### src/rtl/crp16_alu_result_stage.sv
// CRP16 ALU result stage: NZCV flag register, branch-condition evaluation and a
// 2-entry skid buffer toward writeback. Optional macro CRP16_FLAG_BYPASS_EN forwards accepted flags to cond_true/flags in the accept cycle.
module crp16_alu_result_stage #(
    parameter int DATA_W = 16,
    parameter int RD_W   = 3
) (
    input  logic              clk,
    input  logic              reset_n,
    input  logic              in_valid,
    output logic              in_ready,
    input  logic [DATA_W-1:0] in_result,
    input  logic              in_v,
    input  logic              in_c,
    input  logic              in_n,
    input  logic              in_z,
    input  logic [RD_W-1:0]   in_rd,
    input  logic              in_wr_en,
    input  logic              in_flag_we,
    output logic              out_valid,
    input  logic              out_ready,
    output logic [DATA_W-1:0] out_result,
    output logic [RD_W-1:0]   out_rd,
    output logic              out_wr_en,
    input  logic [2:0]        cond,
    output logic              cond_true,
    output logic [3:0]        flags
);

    // state    | meaning
    // ST_EMPTY | no result buffered
    // ST_MAIN  | main entry valid, skid empty
    // ST_FULL  | main and skid entries valid; input stalled
    typedef enum logic [1:0] {
        ST_EMPTY = 2'd0,
        ST_MAIN  = 2'd1,
        ST_FULL  = 2'd2
    } state_t;

    state_t state, state_nxt;

    logic [DATA_W-1:0] main_result, skid_result;
    logic [RD_W-1:0]   main_rd, skid_rd;
    logic              main_wr_en, skid_wr_en;
    logic [3:0]        flags_q;
    logic [3:0]        flags_in;
    logic [3:0]        flags_vis;

    logic accept, pop;
    logic load_main_in, load_main_skid, load_skid;

    // Handshake qualifiers are decoded from the state register only, so
    // in_ready never depends combinationally on out_ready.
    assign in_ready  = (state != ST_FULL);
    assign out_valid = (state != ST_EMPTY);
    assign accept    = in_valid & in_ready;
    assign pop       = out_valid & out_ready;
    assign flags_in  = {in_n, in_z, in_c, in_v};

    always_ff @(posedge clk or negedge reset_n) begin
        if (!reset_n) begin
            state <= ST_EMPTY;
        end else begin
            state <= state_nxt;
        end
    end

    always_comb begin
        state_nxt      = state;
        load_main_in   = 1'b0;
        load_main_skid = 1'b0;
        load_skid      = 1'b0;
        case (state)
            ST_EMPTY: begin
                if (accept) begin
                    load_main_in = 1'b1;
                    state_nxt    = ST_MAIN;
                end
            end
            ST_MAIN: begin
                if (pop && accept) begin
                    load_main_in = 1'b1;
                end else if (pop) begin
                    state_nxt = ST_EMPTY;
                end else if (accept) begin
                    load_skid = 1'b1;
                    state_nxt = ST_FULL;
                end
            end
            ST_FULL: begin
                if (pop) begin
                    load_main_skid = 1'b1;
                    state_nxt      = ST_MAIN;
                end
            end
            default: begin
                state_nxt = ST_EMPTY;
            end
        endcase
    end

    // Payload registers load only on accept/shift, so X on idle inputs never reaches them.
    always_ff @(posedge clk or negedge reset_n) begin
        if (!reset_n) begin
            main_result <= '0;
            main_rd     <= '0;
            main_wr_en  <= 1'b0;
            skid_result <= '0;
            skid_rd     <= '0;
            skid_wr_en  <= 1'b0;
        end else begin
            if (load_main_in) begin
                main_result <= in_result;
                main_rd     <= in_rd;
                main_wr_en  <= in_wr_en;
            end else if (load_main_skid) begin
                main_result <= skid_result;
                main_rd     <= skid_rd;
                main_wr_en  <= skid_wr_en;
            end
            if (load_skid) begin
                skid_result <= in_result;
                skid_rd     <= in_rd;
                skid_wr_en  <= in_wr_en;
            end
        end
    end

    assign out_result = main_result;
    assign out_rd     = main_rd;
    assign out_wr_en  = main_wr_en;

    // Flags commit at accept, independent of writeback back-pressure.
    always_ff @(posedge clk or negedge reset_n) begin
        if (!reset_n) begin
            flags_q <= 4'b0000;
        end else if (accept && in_flag_we) begin
            flags_q <= flags_in;
        end
    end

`ifdef CRP16_FLAG_BYPASS_EN
    assign flags_vis = (accept && in_flag_we) ? flags_in : flags_q;
`else
    assign flags_vis = flags_q;
`endif

    assign flags = flags_vis;

    // flags_vis bit order is {N, Z, C, V}; carry means no-borrow after subtract.
    always_comb begin
        cond_true = 1'b0;
        case (cond)
            3'b000:  cond_true = 1'b1;
            3'b001:  cond_true = flags_vis[2];
            3'b010:  cond_true = ~flags_vis[2];
            3'b011:  cond_true = flags_vis[3] ^ flags_vis[0];
            3'b100:  cond_true = ~(flags_vis[3] ^ flags_vis[0]);
            3'b101:  cond_true = ~flags_vis[1];
            3'b110:  cond_true = flags_vis[1];
            default: cond_true = 1'b0;
        endcase
    end

endmodule

### config.mk
export PLATFORM = sky130hd
export DESIGN_NAME = crp16_alu_result_stage
export DESIGN_NICKNAME = d
export VERILOG_FILES = /design/src/rtl/crp16_alu_result_stage.sv
export SDC_FILE = /design/constraint.sdc
export NUM_CORES = 1
export LEC_CHECK = 0
export CORE_MARGIN = 2
export CORE_UTILIZATION = 43
export CTS_CLUSTER_DIAMETER = 50
export DETAILED_ROUTE_END_ITERATION = 8
export GPL_ROUTABILITY_DRIVEN = 1
export HOLD_SLACK_MARGIN = 0.06
export MAX_ROUTING_LAYER = met4
export PLACE_DENSITY = 0.86
export SLEW_MARGIN = 25
export SYNTH_ARGS = -nofsm -noshare
export SYNTH_HDL_FRONTEND = slang
export SYNTH_SLANG_ARGS = --single-unit
### constraint.sdc
create_clock -name clk -period 1.35 [get_ports clk]
set_input_delay 0.135 -clock clk [delete_from_list [all_inputs] [get_ports clk]]
set_output_delay 0.135 -clock clk [all_outputs]
set_load 0.02 [all_outputs]
==> run_results.csv <==
group,metric,value,unit
floorplanning,io_pins,59,
floorplanning,starting_utilization_of_the_core_area,0.451,
floorplanning,die-area,5600,um^2
placed_design,numPlacedInstances,322,
synth,synth-edff-count,0,
pwr,switchingPower,2.29,mW
finish,layout.cells.non_filler,345,
finish,area.growth.synth_to_final,73.3,%
setup_path,crit_path_top_delay_cell,"sky130_fd_sc_hd__dfrtp_1",
synth,synthesized_netlist_net_count,223,
outcome,failing_checks,"negative setup slack",
synth,synth_area_leaders,"sky130_fd_sc_hd__dfrtp_1 53%, sky130_fd_sc_hd__mux2_1 13%, sky130_fd_sc_hd__a211oi_1 5.9%",
timing,rsz_0062_raised_after_global_routing,"yes",
floorplanning,fp-row-count,25,
synth,post-synth-top-area-cell,"sky130_fd_sc_hd__dfrtp_1",
floorplanning,die-height,74.8,um
synth,synth_warnings,0,
detailed_routing,initialDrtViolationCount,156,
setup_path,critical_path.startpoint_type,"flop",
setup_path,critical-path-top-delay-family,"compound AO/OA/AOI/OAI gates",
finish,drive_gt1_frac,0.432,
synth,sequential_share_of_the_synthesized_area,0.533,
pwr,cellLeakagePower,1.53,nW
pwr,cell_internal_pwr,3.79,mW
worst_hold_path,hp-class,"input pin to async pin",
detailed_routing,drcViolationCount,0,
timing,min_period,1.60,ns
global_routing,grt_pass1_wl,9060,um
setup_path,end_kind,"flop",
clock_network,cts_tree,"built",
timing,fin_setup_tns,-5.63,ns
synth,synth-seq-cells,46,
placed_design,detailedPlacementHpwl,3710,um
detailed_routing,drt.antenna.violating_nets,0,
finish,finalNetCount,309,
pwr,share_clk_of_total_power,0.147,
global_routing,grt_max_degree,29,
timing,finalMaxSlewViolations,0,
clock_network,htree_levels,2,
finish,fill_cell_total_of_the_finished_layout,290,
timing,slew_headroom,0.723,
pwr,p_per_area,1630,nW/um^2
global_routing,grt.total_usage,0.225,
placed_design,routabilityCongestion,0.756,
clock_network,clk_transition_reported_paths,0.09,ns
clock_network,cts.sinks,46,
synth,netlist-cell-type-count,29,
clock_network,ctsLongestPathBuffers,2,
timing,hold_viol,0,
timing,postLayoutSetupSlackWorst,-0.251,ns
synth,mappedNetlistArea,2160,um^2
synth,synth-main-ff-cell,"sky130_fd_sc_hd__dfrtp_1",
clock_network,clock-root-buffer,"sky130_fd_sc_hd__clkbuf_8",
timing,layout_worst_path_cycle_share,1.19,
synth,synth_top_cells_by_count,"46 x sky130_fd_sc_hd__dfrtp_1, 24 x sky130_fd_sc_hd__mux2_1, 20 x sky130_fd_sc_hd__nand3_1",
detailed_routing,wl_per_cell,22.2,um
global_routing,grt_antenna_before_repair,0,
detailed_routing,vias,2054,
clock_network,clock_latency_on_the_worst_skew_pair,0.31,ns
setup_path,worst_path_arrival_time,1.77,ns
global_routing,first_global_vias,1926,
floorplanning,chipWidth,74.8,um
pwr,combPwrFrac,0.478,
synth,syn-instance-count,191,
pwr,vdd_ir_drop_max,708,uV
timing,finalHoldWorstSlack,0.251,ns
setup_path,critPathMaxFanout,12,
detailed_routing,totalWireLength,7670,um
synth,mean_instance_size_in_the_synthesized_netlist,11.3,um^2
timing,worst-slew-pin-transition,0.411,ns
setup_path,timing.critical_path.cells,"buf_6 > and3b_2 > buf_8 > a211oi_1 > a31oi_1",
flow_run,maxCapViolations,0,
detailed_routing,number_of_search_and_repair_iterations_in_the_first_detailed_routing_pass,4,
setup_path,critical_path.n_buffers_inverters,2,
setup_path,setup.worst_path.class,"flop to flop",
finish,num_antenna_cells,0,
floorplanning,core_area,4790,um^2
timing,final.setup_skew,0.00996,ns
synth,synth_async_sr_flop_share,1.00,
placed_design,dpl_worst_slack,-0.474,ns
clock_network,number_of_buffers_added_by_the_clock_tree_synthesis_step,5,
timing,fmax,624,MHz
detailed_routing,detail_route.vias_per_cell,5.95,
timing,final_number_of_setup_violating_endpoints,47,
synth,synth_most_common_cell,"sky130_fd_sc_hd__dfrtp_1",
global_routing,total_overflow_reported_by_the_global_router,0,
synth,synthDominantCellAreaShare,0.533,
outcome,run_status,"finished with violations",
pwr,power.switching_fraction,0.376,
setup_path,cp.required,1.52,ns
pwr,sequentialPowerShare,0.375,
setup_path,max_stage_delay,0.43,ns
placed_design,port-buffer-count,58,
-- worst register-to-register path, cell delays in order (launching register included) --
cell	delay, ns
sky130_fd_sc_hd__dfrtp_1	0.43
sky130_fd_sc_hd__buf_6	0.14
sky130_fd_sc_hd__and3b_2	0.26
sky130_fd_sc_hd__buf_8	0.18
sky130_fd_sc_hd__a211oi_1	0.34
sky130_fd_sc_hd__a31oi_1	0.12
-- area by class of cell --
cell class                 count  area, um^2  share of cell area
timing repair buffer          98        1080               0.288
sequential                    46        1150               0.308
tap                           67        83.8              0.0224
multi-input combinational    124        1330               0.355
inverter                       2        7.51             0.00201
clock buffer                   7        86.3              0.0231
clock inverter                 1        5.00             0.00134
-- stage by stage --
stage	area [um^2]	utilization	power, mW
after global placement	2940	0.614	4.16
after floorplan	2170	-	3.25
after global routing	3740	0.782	6.35
final	3740	0.782	6.08
after detailed placement	2940	0.614	4.25
after CTS	3180	0.664	5.25
-- registers in the layout, summed over array words and instances (netlist names) --
| register | count |
|---|---|
| skid_result | 16 |
| out_result | 16 |
| out_wr_en | 1 |
| skid_wr_en | 1 |
| out_rd | 3 |
| state | 2 |
| flags | 4 |
| skid_rd | 3 |
-- power groups by stage --
stage | Combinational (mW) | Sequential, mW | Clock [mW]
final | 2.91 | 2.28 | 0.894
after global routing | 3.07 | 2.32 | 0.966
after CTS | 2.18 | 2.18 | 0.891
after detailed placement | 2.05 | 2.20 | 0
after global placement | 1.99 | 2.17 | 0
after floorplan | 0.792 | 2.46 | 0
-- final timing paths --
check	endpoint	slack, ns	cells past startpoint	from
setup / recovery	out_result[11]	-0.25	5	state[0]
hold / removal	skid_result[0]	0.25	2	reset_n
setup reg to reg	out_result[11]	-0.25	5	state[0]
hold reg to reg	skid_result[6]	0.52	1	skid_result[6]
max in group asynchronous	skid_wr_en	0.61	3	reset_n
min in group clk	out_result[15]	0.43	3	in_result[15]
-- cells by family after synthesis --
group,count (synthesis),synth area share
buffers and inverters,21,0.0545
multiplexers,28,0.144
AND/OR/NAND/NOR,33,0.0835
AO/OA/AOI/OAI,62,0.181
flip-flops,46,0.533
XOR/XNOR,1,0.00406
-- per-layer routing --
metal  wire length (um)  vias to the layer above  GRT usage
li1                   -                      895          -
met1               2990                     1024      0.257
met2               3990                      114      0.369
met3                470                       21     0.0616
met4                216                        0      0.101
met5                  0                        -          -
-- layout by cell type, fill, tap and decap left out, types with 3 or more instances in the layout --
cell / synthesis / routed
sky130_fd_sc_hd__dfrtp_1: 46 / 45
sky130_fd_sc_hd__clkdlybuf4s50_1: 0 / 30
sky130_fd_sc_hd__dlygate4sd2_1: 0 / 24
sky130_fd_sc_hd__mux2_4: 0 / 23
sky130_fd_sc_hd__buf_4: 3 / 15
sky130_fd_sc_hd__buf_6: 2 / 12
sky130_fd_sc_hd__o21ai_0: 17 / 11
sky130_fd_sc_hd__a211oi_2: 0 / 11
sky130_fd_sc_hd__nand3_1: 20 / 10
sky130_fd_sc_hd__nand3_2: 0 / 10
sky130_fd_sc_hd__a31oi_4: 0 / 10
sky130_fd_sc_hd__o21ai_1: 3 / 9
sky130_fd_sc_hd__a31oi_1: 17 / 7
sky130_fd_sc_hd__clkbuf_8: 0 / 6
sky130_fd_sc_hd__clkbuf_16: 0 / 6
sky130_fd_sc_hd__buf_12: 0 / 6
sky130_fd_sc_hd__mux2i_1: 4 / 4
sky130_fd_sc_hd__nand2b_4: 0 / 3
sky130_fd_sc_hd__a211oi_1: 17 / 3
sky130_fd_sc_hd__a211oi_4: 0 / 3
-- timing repair --
action	in CTS	in global routing
gates resized for setup	73	72
endpoints found under the hold margin	46	0
setup endpoints to repair	68	47
pin swaps	3	16
cloned	1	6
hold buffers	1	0
buffers inserted	3	4
No activity file was read; power rests on OpenSTA's default activity.
